--- config.mk ---
export PLATFORM = sky130hd
export DESIGN_NAME = wb_spi_initiator_flat
export DESIGN_NICKNAME = d
export VERILOG_FILES = /design/src/rtl/wb_spi_initiator_if.sv /design/src/rtl/wb_spi_initiator.sv /design/src/flat_wrapper.sv
export SDC_FILE = /design/constraint.sdc
export NUM_CORES = 1
export LEC_CHECK = 0
export ABC_AREA = 1
export CAP_MARGIN = 5
export CORE_MARGIN = 5
export CORE_UTILIZATION = 55
export CTS_CLUSTER_DIAMETER = 200
export DETAILED_ROUTE_END_ITERATION = 8
export GPL_ROUTABILITY_DRIVEN = 0
export PLACE_DENSITY = 0.81
export SYNTH_ARGS = -nofsm -noshare
export SYNTH_HDL_FRONTEND = slang
export SYNTH_SLANG_ARGS = --single-unit
--- constraint.sdc ---
create_clock -name wb_clk_i -period 2.07 [get_ports wb_clk_i]
set_input_delay 0.5175 -clock wb_clk_i [delete_from_list [all_inputs] [get_ports wb_clk_i]]
set_output_delay 0.5175 -clock wb_clk_i [all_outputs]
set_load 0.05 [all_outputs]
--- src/rtl/wb_spi_initiator_if.sv ---
// rtl/wb_spi_initiator_if.sv - SPI pin and Wishbone initiator bundle for wb_spi_initiator
`timescale 1ns/1ps
interface wb_spi_initiator_if;
    logic        i_spi_csb;
    logic        i_spi_sclk;
    logic        i_spi_mosi;
    logic        o_spi_miso;
    logic        o_spi_miso_oeb;
    logic        wbm_cyc_o;
    logic        wbm_stb_o;
    logic        wbm_we_o;
    logic [3:0]  wbm_sel_o;
    logic [31:0] wbm_adr_o;
    logic [31:0] wbm_dat_o;
    logic [31:0] wbm_dat_i;
    logic        wbm_ack_i;
    logic        o_busy;
    logic        o_err;

    modport master (
        input  i_spi_csb, i_spi_sclk, i_spi_mosi, wbm_dat_i, wbm_ack_i,
        output o_spi_miso, o_spi_miso_oeb, wbm_cyc_o, wbm_stb_o, wbm_we_o,
        output wbm_sel_o, wbm_adr_o, wbm_dat_o, o_busy, o_err
    );

    modport slave (
        output i_spi_csb, i_spi_sclk, i_spi_mosi, wbm_dat_i, wbm_ack_i,
        input  o_spi_miso, o_spi_miso_oeb, wbm_cyc_o, wbm_stb_o, wbm_we_o,
        input  wbm_sel_o, wbm_adr_o, wbm_dat_o, o_busy, o_err
    );
endinterface

--- src/rtl/wb_spi_initiator.sv ---
// rtl/wb_spi_initiator.sv - SPI target frames to Wishbone classic cycles; ack timeout under WB_SPI_INITIATOR_TIMEOUT_EN
`timescale 1ns/1ps
module wb_spi_initiator #(
    parameter int TIMEOUT_CYCLES = 255
) (
    input  logic                  wb_clk_i,
    input  logic                  wb_rst_ni,
    wb_spi_initiator_if.master    bus
);
    typedef enum logic [1:0] {IDLE, RX, BUS, TX} state_t;

    localparam logic [7:0] TO_LAST = 8'(TIMEOUT_CYCLES - 1);

    state_t      state;
    logic [1:0]  csb_sync, sclk_sync, mosi_sync;
    logic        csb_prev, sclk_prev;
    logic        settled, armed;
    logic [6:0]  bit_cnt;
    logic [62:0] frame;
    logic [31:0] tx_shift;
    logic        late;
    logic        cyc, stb, we;
    logic [3:0]  sel;
    logic [31:0] adr, dat;
    logic        timeout_hit;

    wire csb_s      = csb_sync[1];
    wire mosi_s     = mosi_sync[1];
    wire sclk_rise  = sclk_sync[1] & ~sclk_prev;
    wire sclk_fall  = ~sclk_sync[1] & sclk_prev;
    wire start_read  = (bit_cnt == 7'd39) && !frame[38];
    wire start_write = (bit_cnt == 7'd71);
    wire bus_enter  = (state == RX) && !csb_s && sclk_rise && (start_read || start_write);

    always_ff @(posedge wb_clk_i or negedge wb_rst_ni) begin
        if (!wb_rst_ni) begin
            csb_sync  <= 2'b11;
            sclk_sync <= 2'b00;
            mosi_sync <= 2'b00;
            csb_prev  <= 1'b1;
            sclk_prev <= 1'b0;
            settled   <= 1'b0;
            armed     <= 1'b0;
            state     <= IDLE;
            bit_cnt   <= '0;
            frame     <= '0;
            tx_shift  <= '0;
            late      <= 1'b0;
            cyc       <= 1'b0;
            stb       <= 1'b0;
            we        <= 1'b0;
            sel       <= '0;
            adr       <= '0;
            dat       <= '0;
        end else begin
            csb_sync  <= {csb_sync[0], bus.i_spi_csb};
            sclk_sync <= {sclk_sync[0], bus.i_spi_sclk};
            mosi_sync <= {mosi_sync[0], bus.i_spi_mosi};
            csb_prev  <= csb_s;
            sclk_prev <= sclk_sync[1];
            // A CSB held low across reset must be seen high before a frame can start
            settled   <= 1'b1;
            if (settled && csb_sync[0])
                armed <= 1'b1;

            case (state)
                IDLE: begin
                    late <= 1'b0;
                    if (armed && csb_prev && !csb_s) begin
                        state   <= RX;
                        bit_cnt <= '0;
                    end
                end
                RX: begin
                    if (csb_s) begin
                        state <= IDLE;
                    end else if (sclk_rise) begin
                        frame   <= {frame[61:0], mosi_s};
                        bit_cnt <= bit_cnt + 7'd1;
                        if (bus_enter) begin
                            state <= BUS;
                            cyc   <= 1'b1;
                            stb   <= 1'b1;
                            sel   <= 4'hF;
                            we    <= start_write;
                            adr   <= start_write ? frame[62:31] : {frame[30:0], mosi_s};
                            if (start_write)
                                dat <= {frame[30:0], mosi_s};
                        end
                    end
                end
                BUS: begin
                    if (sclk_rise && bit_cnt < 7'd80)
                        bit_cnt <= bit_cnt + 7'd1;
                    // Responder too slow: data phase already running, return all ones
                    if (!we && bit_cnt >= 7'd48)
                        late <= 1'b1;
                    if (bus.wbm_ack_i) begin
                        cyc      <= 1'b0;
                        stb      <= 1'b0;
                        state    <= TX;
                        tx_shift <= we ? 32'h0 : bus.wbm_dat_i;
                    end else if (timeout_hit) begin
                        cyc      <= 1'b0;
                        stb      <= 1'b0;
                        state    <= TX;
                        tx_shift <= 32'hFFFF_FFFF;
                    end
                end
                TX: begin
                    if (csb_s) begin
                        state <= IDLE;
                    end else begin
                        if (sclk_rise && bit_cnt < 7'd80)
                            bit_cnt <= bit_cnt + 7'd1;
                        // MSB is presented at TX entry; shift only after each data bit is sampled
                        if (sclk_fall && bit_cnt >= 7'd49 && bit_cnt <= 7'd79)
                            tx_shift <= {tx_shift[30:0], 1'b0};
                    end
                end
                default: state <= IDLE;
            endcase
        end
    end

`ifdef WB_SPI_INITIATOR_TIMEOUT_EN
    logic [7:0] to_cnt;
    logic       err_q;

    assign timeout_hit = (state == BUS) && !bus.wbm_ack_i && (to_cnt == TO_LAST);

    always_ff @(posedge wb_clk_i or negedge wb_rst_ni) begin
        if (!wb_rst_ni) begin
            to_cnt <= '0;
            err_q  <= 1'b0;
        end else if (bus_enter) begin
            to_cnt <= '0;
            err_q  <= 1'b0;
        end else if (state == BUS && !bus.wbm_ack_i) begin
            to_cnt <= to_cnt + 8'd1;
            if (to_cnt == TO_LAST)
                err_q <= 1'b1;
        end
    end

    assign bus.o_err = err_q;
`else
    logic unused_timeout;
    assign unused_timeout = ^{TO_LAST, bus_enter};
    assign timeout_hit    = 1'b0;
    assign bus.o_err      = 1'b0;
`endif

    assign bus.wbm_cyc_o      = cyc;
    assign bus.wbm_stb_o      = stb;
    assign bus.wbm_we_o       = we;
    assign bus.wbm_sel_o      = sel;
    assign bus.wbm_adr_o      = adr;
    assign bus.wbm_dat_o      = dat;
    assign bus.o_busy         = (state != IDLE);
    assign bus.o_spi_miso_oeb = csb_s;
    assign bus.o_spi_miso     = late | ((state == TX) & tx_shift[31]);
endmodule

--- src/flat_wrapper.sv ---
// flat-port wrapper written by rule: the top's interface ports become plain ports
module wb_spi_initiator_flat 
#(
    parameter int TIMEOUT_CYCLES = 255
)
  (wb_clk_i, wb_rst_ni, bus_i_spi_csb, bus_i_spi_sclk, bus_i_spi_mosi, bus_wbm_dat_i, bus_wbm_ack_i, bus_o_spi_miso, bus_o_spi_miso_oeb, bus_wbm_cyc_o, bus_wbm_stb_o, bus_wbm_we_o, bus_wbm_sel_o, bus_wbm_adr_o, bus_wbm_dat_o, bus_o_busy, bus_o_err);
  wb_spi_initiator_if bus_i ();
  input  logic wb_clk_i;
  input  logic wb_rst_ni;
  input wire logic [$bits(bus_i.i_spi_csb)-1:0] bus_i_spi_csb;
  input wire logic [$bits(bus_i.i_spi_sclk)-1:0] bus_i_spi_sclk;
  input wire logic [$bits(bus_i.i_spi_mosi)-1:0] bus_i_spi_mosi;
  input wire logic [$bits(bus_i.wbm_dat_i)-1:0] bus_wbm_dat_i;
  input wire logic [$bits(bus_i.wbm_ack_i)-1:0] bus_wbm_ack_i;
  output wire logic [$bits(bus_i.o_spi_miso)-1:0] bus_o_spi_miso;
  output wire logic [$bits(bus_i.o_spi_miso_oeb)-1:0] bus_o_spi_miso_oeb;
  output wire logic [$bits(bus_i.wbm_cyc_o)-1:0] bus_wbm_cyc_o;
  output wire logic [$bits(bus_i.wbm_stb_o)-1:0] bus_wbm_stb_o;
  output wire logic [$bits(bus_i.wbm_we_o)-1:0] bus_wbm_we_o;
  output wire logic [$bits(bus_i.wbm_sel_o)-1:0] bus_wbm_sel_o;
  output wire logic [$bits(bus_i.wbm_adr_o)-1:0] bus_wbm_adr_o;
  output wire logic [$bits(bus_i.wbm_dat_o)-1:0] bus_wbm_dat_o;
  output wire logic [$bits(bus_i.o_busy)-1:0] bus_o_busy;
  output wire logic [$bits(bus_i.o_err)-1:0] bus_o_err;
  assign bus_i.i_spi_csb = bus_i_spi_csb;
  assign bus_i.i_spi_sclk = bus_i_spi_sclk;
  assign bus_i.i_spi_mosi = bus_i_spi_mosi;
  assign bus_i.wbm_dat_i = bus_wbm_dat_i;
  assign bus_i.wbm_ack_i = bus_wbm_ack_i;
  assign bus_o_spi_miso = bus_i.o_spi_miso;
  assign bus_o_spi_miso_oeb = bus_i.o_spi_miso_oeb;
  assign bus_wbm_cyc_o = bus_i.wbm_cyc_o;
  assign bus_wbm_stb_o = bus_i.wbm_stb_o;
  assign bus_wbm_we_o = bus_i.wbm_we_o;
  assign bus_wbm_sel_o = bus_i.wbm_sel_o;
  assign bus_wbm_adr_o = bus_i.wbm_adr_o;
  assign bus_wbm_dat_o = bus_i.wbm_dat_o;
  assign bus_o_busy = bus_i.o_busy;
  assign bus_o_err = bus_i.o_err;
  wb_spi_initiator #(.TIMEOUT_CYCLES(TIMEOUT_CYCLES)) u_core (.wb_clk_i(wb_clk_i), .wb_rst_ni(wb_rst_ni), .bus(bus_i));
endmodule
# ---- Word level (Yosys, flattened, before mapping)
# Index checks and enable logic that the tools add are counted.
dict set report word_totals {
  word_cells 99
  out_inout_bits 75
  input_bits 38
  ff_bits 182
}
dict set report op_classes {
  magnitude_cmp 4
  n_eq_ne 16
  n_mux 26
  addsub 1
  bitwise 7
  n_reduce_logical 28
}
# operator n
set op_table {}
lappend op_table {{$mux 32} 5}
lappend op_table {{$pmux 32 s2} 1}
lappend op_table {{$mux 7} 5}
lappend op_table {{$pmux 7 s4} 1}
lappend op_table {{$reduce_and 5->1} 3}
lappend op_table {{$ge 7x6->1 const B} 2}
lappend op_table {{$mux 2} 6}
lappend op_table {{$ne 2x1->1 const B} 6}
lappend op_table {{$reduce_and 4->1} 3}
lappend op_table {{$logic_and 1x1->1} 11}
lappend op_table {{$pmux 2 s4} 1}
lappend op_table {{$reduce_bool 2->1} 4}
lappend op_table {{$add 7x1->7 const B} 1}
lappend op_table {{$eq 7x6->1 const B} 1}
lappend op_table {{$eq 7x7->1 const B} 1}
lappend op_table {{$le 7x7->1 const B} 1}
lappend op_table {{$lt 7x7->1 const B} 1}
lappend op_table {{$ne 2x2->1 const B} 3}
lappend op_table {{$ne 3x1->1 const B} 2}
lappend op_table {{$mux 1} 5}
lappend op_table {{$eq 2x2->1 const B} 2}
lappend op_table {{$pmux 1 s2} 2}
lappend op_table {{$and 1x1->1} 3}
lappend op_table {{$logic_not 1->1} 3}
lappend op_table {{7 further kinds} 9}

# ---- Depth between registers and ports, before layout
# Gate-level depths: netlist (run 1).
dict set report logic_depth {
  depth_word 8
  depth_mapped 11
  depth_no_buf 10
}

# ---- Worst setup path after synthesis (run 1)
# OpenSTA, ideal clock, no wires.
dict set report synth_path {
  path_kind {register to output}
  startpoint {reg u_core.state[0]}
  endpoint {out bus_o_spi_miso}
  t_arrival_ns 1.325
  path_buffers 1
  stages_incl_launch_ff 6
  path_slack_ns 0.228
  required_time_ns 1.553
  cell_sequence {dfrtp_1 -> nand2_1 -> inv_2 -> clkbuf_1 -> nand2_1 -> nand2_1}
}
dict set report synth_via {
  elab_chain_cells 3
}
# element line
set synth_lines {}
lappend synth_lines {{start: declaration} wb_spi_initiator.sv:14} ;# state_t state;
lappend synth_lines {{start signal: assignment} wb_spi_initiator.sv:44} ;# state <= IDLE;
lappend synth_lines {{start signal: assignment} wb_spi_initiator.sv:70} ;# state <= RX;
lappend synth_lines {{start signal: assignment} wb_spi_initiator.sv:76} ;# state <= IDLE;
lappend synth_lines {{$eq 2x2->1} wb_spi_initiator.sv:162} ;# assign bus.o_spi_miso = late | ((state == TX) & tx_shift[31]);
lappend synth_lines {{$and 1x1->1} wb_spi_initiator.sv:162}
lappend synth_lines {{$or 1x1->1} wb_spi_initiator.sv:162}
lappend synth_lines {{end: declaration} flat_wrapper.sv:15} ;# output wire logic [$bits(bus_i.o_spi_miso)-1:0] bus_o_spi_miso;
# No other way between the ends.

# ---- Final worst setup path (run 1)
dict set report layout_path {
  startpoint {reg u_core.state[0]}
  endpoint {out bus_o_busy}
}
dict set report layout_via {
  elab_chain_cells 1
}
# element line
set layout_lines {}
lappend layout_lines {{$reduce_bool 2->1} wb_spi_initiator.sv:160} ;# assign bus.o_busy = (state != IDLE);
lappend layout_lines {{end: declaration} flat_wrapper.sv:23} ;# output wire logic [$bits(bus_i.o_busy)-1:0] bus_o_busy;
# No other way between the ends.

==> summary.txt, run 1 <==
Run status
  – Status: completed

Synth
  – Multiplexer share of the synthesized area: 0.00142
  – Largest family of logic cells by synthesized area: simple AND/OR/NAND/NOR gates
  – Synth Area in Compound Gates: 0.118
  – Adder and majority gate portion of the synthesized area: 0.00473
  – Area contributors post-synth: dfrtp_1 (56%), nand2_1 (15%), o21ai_0 (8.6%)
  – Syn_nets: 970
  – Syn Inst Count: 929
  – Simple-gate area share of the yosys netlist: 0.217
  – Synth cell types: 26
  – Biggest area consumer among synthesized cells: dfrtp_1
  – Register area share after synthesis: 0.574
  – Cell Area, Synth: 0.00794 mm2
  – Top-area cell type share of the netlist area: 0.564
  – Syn_area_per_cell: 8.55 um2
  – Synth Register Bits: 182
  – Xor/xnor share of the synthesized area: 0.00221
  – Yosys warns: 0

Final layout
  – Fin nets: 1,062
  – Post-route cell area: 0.00972 mm2
  – Area Growth Syn to Fin: 22.4%
  – Filler cells: 1,145
  – Final Util: 0.676
  – ANT cells: 0
  – Non-Filler Instances: 1,218
  – Layout cells sized above 1: 0.110

Clock network
  – H-tree levels: 4
  – Worst-path clk slew: 0.07 ns
  – CTS tree: yes
  – CTS root buf: clkbuf_16
  – Clk Latency, worst-skew pair: 0.43 ns
  – Max Buffers Root-to-Sink: 2
  – CTS Buf Count: 17
  – Clk sinks: 182

Floorplanning
  – I/O pin count: 113
  – Die area: 0.0169 mm2
  – Std-Cell Rows: 44
  – Initial Utilization: 0.553
  – Die height: 130 um
  – CORE AREA: 0.0144 mm2
  – Chip width: 130 um

STA
  – Fin. Hold Viols: 0
  – Hold slack: 0.0196 ns
  – Post-route minimum period: 1.92 ns
  – Relative slew slack: 0.658
  – Setup TNS Final: 0 ns
  – Final Cycle Share: 0.928
  – Worst setup margin: 0.149 ns
  – Clock Skews: 0.0168 ns
  – Tightest Pin Transition: 0.515 ns
  – Max-slew violations: 0
  – RSZ-0062 raised after global routing: false
  – Setup violators final: 0
  – Fmax: 0.521 GHz

GRT
  – Largest net degree at the start of global routing: 127
  – Total track usage: 0.218
  – First-pass GRT wire length: 29,500 um
  – Initial antenna violation count: 0
  – Vias in the first global route: 6,109
  – Grt total ovfl: 0

Worst setup path
  – Reg2Reg Setup Slack: 0.21 ns
  – CP Data Required Time: 1.55 ns
  – Critical Path AT: 1.40 ns
  – CP endpoint kind: primary output
  – Worst Setup Start Kind: flop
  – Crit-path max FO: 7
  – CP Class: reg2out
  – RR Startpoint: u_core.bit_cnt[0]
  – Worst R2R End: u_core.bus.wbm_adr_o[16]
  – Reg2reg path depth: 9

Routing
  – Final wirelength: 17,100 um
  – Via count: 6,316
  – DRT antenna net count: 0
  – Length of the first detailed-routing pass in iterations: 5
  – Average wire per cell in the routed design: 14.1 um
  – # DRC: 0
  – Vias/cell: 5.19
  – DRT iter0 DRCs: 335

Place
  – Pre-CTS WS: 0.284 ns
  – Buffers on Ports: 111
  – Detailed Place HPWL: 11,100 um
  – Cells after DPL: 1,186
  – Placed inst area: 0.00915 mm2

Job
  – Max Cap Violations: 0

Power
  – Leakage: 4.75 nW
  – PwrDens: 898 mW/mm2
  – Final total power: 8.72 mW
  – IR drop worst, VDD: 742 uV

Min path
  – Hold WC Path Type: in2async
## state kept, by name, summed over array words and instances (netlist names), 2 cells and up, named ones only
register and flops:
u_core.bit_cnt 7, u_core.bus.wbm_adr_o 32, u_core.bus.wbm_dat_o 32, u_core.csb_sync 2, u_core.frame 63, u_core.mosi_sync 2
u_core.sclk_sync 2, u_core.tx_shift 32
## cells in the final DEF (no fill, tap or decap), drive strengths merged
| cell type | Yosys | final |
|---|---|---|
| clkbuf | 25 | 21 |
| dfstp | 3 | 3 |
| buf | 34 | 45 |
| ha | 3 | 3 |
| conb | 2 | 2 |
| mux2 | 1 | 1 |
| a21o | 1 | 1 |
| nor3 | 2 | 2 |
| or2 | 2 | 2 |
| inv | 84 | 88 |
| nand2 | 323 | 323 |
| clkinvlp | 0 | 2 |
| nor2 | 16 | 16 |
| nand3 | 77 | 77 |
| clkdlybuf4s50 | 0 | 36 |
| o21ai | 168 | 168 |
| dfrtp | 179 | 179 |
| clkinv | 0 | 3 |
| dlygate4sd2 | 0 | 50 |
| nand4 | 4 | 4 |
| a21oi | 3 | 3 |
| bufinv | 0 | 3 |
| xor2 | 2 | 2 |
## cells by family (layout without fill, tap and decap cells)
family,count (synthesis),in the layout
AO/OA/AOI/OAI,172,172
multiplexers,1,1
flip-flops,182,182
adder cells (fa/ha/maj),3,3
AND/OR/NAND/NOR,424,424
buffers and inverters,143,248
XOR/XNOR,2,2
other,2,2
## metal layers
metal	GRT usage	share of wire	vias to the layer above
met5	0	0	-
met4	0.0678	0.013	0
met3	0.0594	0.061	20
met2	0.344	0.48	138
met1	0.297	0.44	3033
li1	-	-	3125
## critical path: stages, from the launching register on
cell and delay (ns):
dfrtp_1 0.46, nor2_1 0.08, inv_1 0.19, buf_4 0.25
## power by group
group          switching (mW)  internal [mW]
logic                   0.691          0.436
clock network            1.37           1.99
registers               0.255           3.98
total                    2.32           6.40
## area by class of cell
| type | instances | area, um2 | share of cell area |
|---|---|---|---|
| clock buffer | 20 | 457 | 0.0470 |
| clock inverter | 12 | 168 | 0.0173 |
| inverter | 84 | 315 | 0.0325 |
| multi-input combinational | 604 | 2750 | 0.283 |
| sequential | 182 | 4560 | 0.469 |
| tap | 184 | 230 | 0.0237 |
| timing repair buffer | 132 | 1240 | 0.127 |
## synth_stat cells
master,n
nand2_1,319
dfrtp_1,179
o21ai_0,137
inv_1,81
nand3_1,77
clkbuf_1,25
o21ai_2,20
nor2_1,16
buf_2,14
o21ai_1,11
buf_6,9
buf_4,7
buf_1,4
nand2_2,4
nand4_1,4
a21oi_1,3
dfstp_2,3
ha_1,3
inv_2,3
conb_1,2
or2_2,2
xor2_1,2
a21o_1,1
mux2_2,1
nor3_1,1
nor3_2,1
## repair_timing
action	4_1_cts	5_1_grt
resized for setup	50	0
buffers inserted	0	0
hold buffers	0	0
setup endpoints to repair	50	0
## worst max-delay path by stage
stage | cells past startpoint | from | slack (ns) | to
after global placement | 7 | u_core.bit_cnt[0] | 0.37 | u_core.bus.wbm_adr_o[4]
after detailed placement | 9 | u_core.bit_cnt[0] | 0.28 | u_core.bus.wbm_adr_o[24]
after global routing | 3 | u_core.state[0] | 0.03 | bus_o_busy
after CTS | 3 | u_core.state[0] | 0.12 | bus_o_busy
after floorplan | 5 | u_core.state[0] | 0.23 | bus_o_spi_miso
final | 3 | u_core.state[0] | 0.15 | bus_o_busy
(Power assumes the default switching activity.)
==> inputs of run 2 (changes only) <==
Settings changed: SLEW_MARGIN from default to 15.
==> results of run 2 <==
No change in the layout: final DEF, timing and power equal those of run 1.
==> inputs of run 3 (changes only) <==
Settings changed: CORE_UTILIZATION 55 to 49, PLACE_DENSITY 0.81 to 0.77.
Clock period 2.07 ns to 1.7 ns, I/O delays scaled along.
==> summary.txt, run 3 (synthesis results as in run 1) <==
Floorplanning
  – I/O pin count: 113 (unchanged)
  – Initial Utilization: 0.500 (-0.0527)
  – Chip width: 137 um (+5.5%)
  – Die area: 0.0188 mm2 (+11%)
  – Die height: 137 um (+5.5%)
  – CORE AREA: 0.0159 mm2 (+11%)
  – Std-Cell Rows: 46 (+4.5%)

STA
  – Final Cycle Share: 1.02
  – Clock Skews: 0.0124 ns (-0.00436 ns)
  – Setup violators final: 19 (+19)
  – Fin. Hold Viols: 0 (unchanged)
  – Post-route minimum period: 1.73 ns
  – Worst setup margin: -0.0312 ns (-0.180 ns)
  – Max-slew violations: 0 (unchanged)
  – Fmax: 0.578 GHz
  – RSZ-0062 raised after global routing: true

Worst setup path
  – CP delay by family, top: simple AND/OR/NAND/NOR gates
  – Worst path cell trace: buf_6, inv_4, nand3_4, nor2_4, nand2_4, nand2_4, inv_8, clkbuf_16, nand2_1, o21ai_1
  – Critical Path AT: 2.05 ns (+0.65 ns)
  – Worst R2R End: u_core.bus.wbm_adr_o[0]
  – CP Data Required Time: 2.02 ns (+0.47 ns)
  – Reg2reg path depth: 10 (+1)
  – CP endpoint kind: flop
  – Highest-delay cell along the critical path: dfrtp_2
  – CP bufs+invs: 4 (+2)
  – Crit-path most repeated cell: nand2_4
  – Reg2Reg Setup Slack: -0.03 ns (-0.24 ns)
  – Crit-path max FO: 8 (+1)
  – CP Class: reg2reg
  – Worst Setup Start Kind: flop
  – CP peak stage delay: 0.44 ns (-0.02 ns)

Final layout
  – Layout cells sized above 1: 0.236 (+0.125)
  – Final Util: 0.673 (-0.00303)
  – Filler cells: 1,211 (+5.8%)
  – Area Growth Syn to Fin: 34.7%
  – Multi-input logic area: 0.00297 mm2 (+8.1%)
  – Fin nets: 1,098 (+3.4%)
  – Leading cell type in the layout, fill and taps excluded: nand2_1
  – FF+latch area: 0.00456 mm2 (+0.11%)
  – Most frequent cells in the layout: nand2_1 (288), dfrtp_1 (175), o21ai_0 (126)
  – Biggest register: u_core.frame
  – ANT cells: 0 (unchanged)
  – Number of flip-flops under the largest register name: 63 (unchanged)

Min path
  – Hold WC Path Type: reg2reg
  – Hold path depth: 0
  – Hold Crit Endpoint: u_core.sclk_sync[1]
  – Hold Crit Start: u_core.sclk_sync[0]

Place
  – Buffers on Ports: 111 (unchanged)
  – Detailed Place HPWL: 12,000 um (+8.1%)

Clock network
  – H-tree levels: 4 (unchanged)
  – Clk sinks: 182 (unchanged)
  – CTS Buf Count: 17 (unchanged)
  – CTS root buf: clkbuf_16
  – Max Buffers Root-to-Sink: 2 (unchanged)
  – Worst-path clk slew: 0.07 ns (about the same)
  – CTS tree: yes
  – Clk Latency, worst-skew pair: 0.44 ns (about the same)

GRT
  – First-pass GRT wire length: 30,800 um (+4.5%)
  – Initial antenna violation count: 0 (unchanged)
  – Total track usage: 0.205 (-0.0126)
  – Vias in the first global route: 6,409 (+4.9%)
  – Largest net degree at the start of global routing: 127 (unchanged)
  – Grt total ovfl: 0 (unchanged)

Routing
  – Average wire per cell in the routed design: 16.4 um (+17%)
  – Final wirelength: 21,100 um (+23%)
  – Vias/cell: 5.19 (+0.13%)
  – DRT antenna net count: 0 (unchanged)
  – Via count: 6,677 (+5.7%)
  – Length of the first detailed-routing pass in iterations: 5 (unchanged)
  – DRT iter0 DRCs: 500 (+49%)
  – # DRC: 0 (unchanged)

Power
  – IR drop worst, VDD: 817 uV (+10%)
  – Final total power: 10.9 mW (+25%)
  – Leakage: 5.07 nW (+6.8%)
  – PwrDens: 1020 mW/mm2 (+14%)

Run status
  – Failing checks: negative setup slack
  – Status: complete, but fails checks

Job
  – Max Cap Violations: 0 (unchanged)
==> run 3: cell count changes in the layout (fill, tap and decap cells not counted), moves of 5 or more <==
| cell | previous run | this run |
|---|---|---|
| nor2_1 | 14 | 9 |
| o21ai_0 | 137 | 126 |
| nand2_1 | 318 | 288 |
| o21ai_1 | 11 | 19 |
| dlygate4sd2_1 | 50 | 0 |
| buf_4 | 38 | 79 |
| clkbuf_16 | 17 | 27 |
| buf_12 | 7 | 33 |
| nand2_4 | 0 | 12 |
| buf_6 | 0 | 7 |
| nand3_1 | 77 | 72 |
| nand2_2 | 5 | 23 |
==> run 3: repair_timing <==
action | in CTS | in global routing
pin swaps | 4 | 15
setup endpoints to repair | 17 | 144
hold buffers | 1 | 0
hold endpoints to repair | 35 | 0
setup buffers | 4 | 10
gates resized for setup | 7 | 85
gates cloned | 0 | 14
==> run 3: worst max path at each step <==
stage	from	endpoint	slack, ns	cells after the start
after CTS	u_core.state[0]	bus_o_spi_miso	-0.01	5
after floorplan	u_core.csb_sync[1]	u_core.bus.wbm_adr_o[25]	0.009	11
after global routing	flop	u_core.frame[58]	-0.09	6
after detailed placement	u_core.bit_cnt[0]	u_core.bus.wbm_dat_o[24]	-0.02	7
after global placement	u_core.bit_cnt[1]	u_core.tx_shift[15]	0.06	12
final	flop	u_core.bus.wbm_adr_o[0]	-0.03	10
==> run 3: routing by layer <==
| metal | GRT usage | vias up | share of wire |
|---|---|---|---|
| met1 | 0.268 | 3258 | 0.41 |
| met5 | 0 | - | 0 |
| met2 | 0.338 | 196 | 0.51 |
| met3 | 0.0584 | 29 | 0.061 |
| li1 | - | 3194 | - |
| met4 | 0.0576 | 0 | 0.015 |
==> run 3: per-stage QoR <==
step | area, um2 | setup slack, ns | instances | hold slack (ns) | TNS (ns)
final | 10700 | -0.0312 | 1286 | 0.355 | -0.275
after global routing | 10700 | -0.0941 | 1286 | 0.370 | -3.66
after CTS | 10100 | -0.0149 | 1262 | 0.356 | -0.0238
after detailed placement | 9440 | -0.0211 | 1225 | 0.335 | -0.0280
after global placement | 9440 | 0.0585 | 1225 | 0.337 | 0
after floorplan | 7950 | 0.00888 | 929 | 0.129 | 0
==> run 3: power breakdown <==
part	switching [mW]	leakage, nW	internal (mW)
combinational	1.04	2.35	0.814
sequential	0.323	2.44	4.84
clock	1.76	0.282	2.12
total	3.12	5.07	7.78
==> run 3: area by class of cell <==
| type | instances | area share |
|---|---|---|
| flip-flops and latches | 182 | 0.427 |
| multi-input cells | 604 | 0.278 |
| repair buffers | 168 | 0.185 |
| clock buffers | 20 | 0.0427 |
| inverters | 84 | 0.0307 |
| well taps | 216 | 0.0253 |
| clock inverters | 12 | 0.0112 |
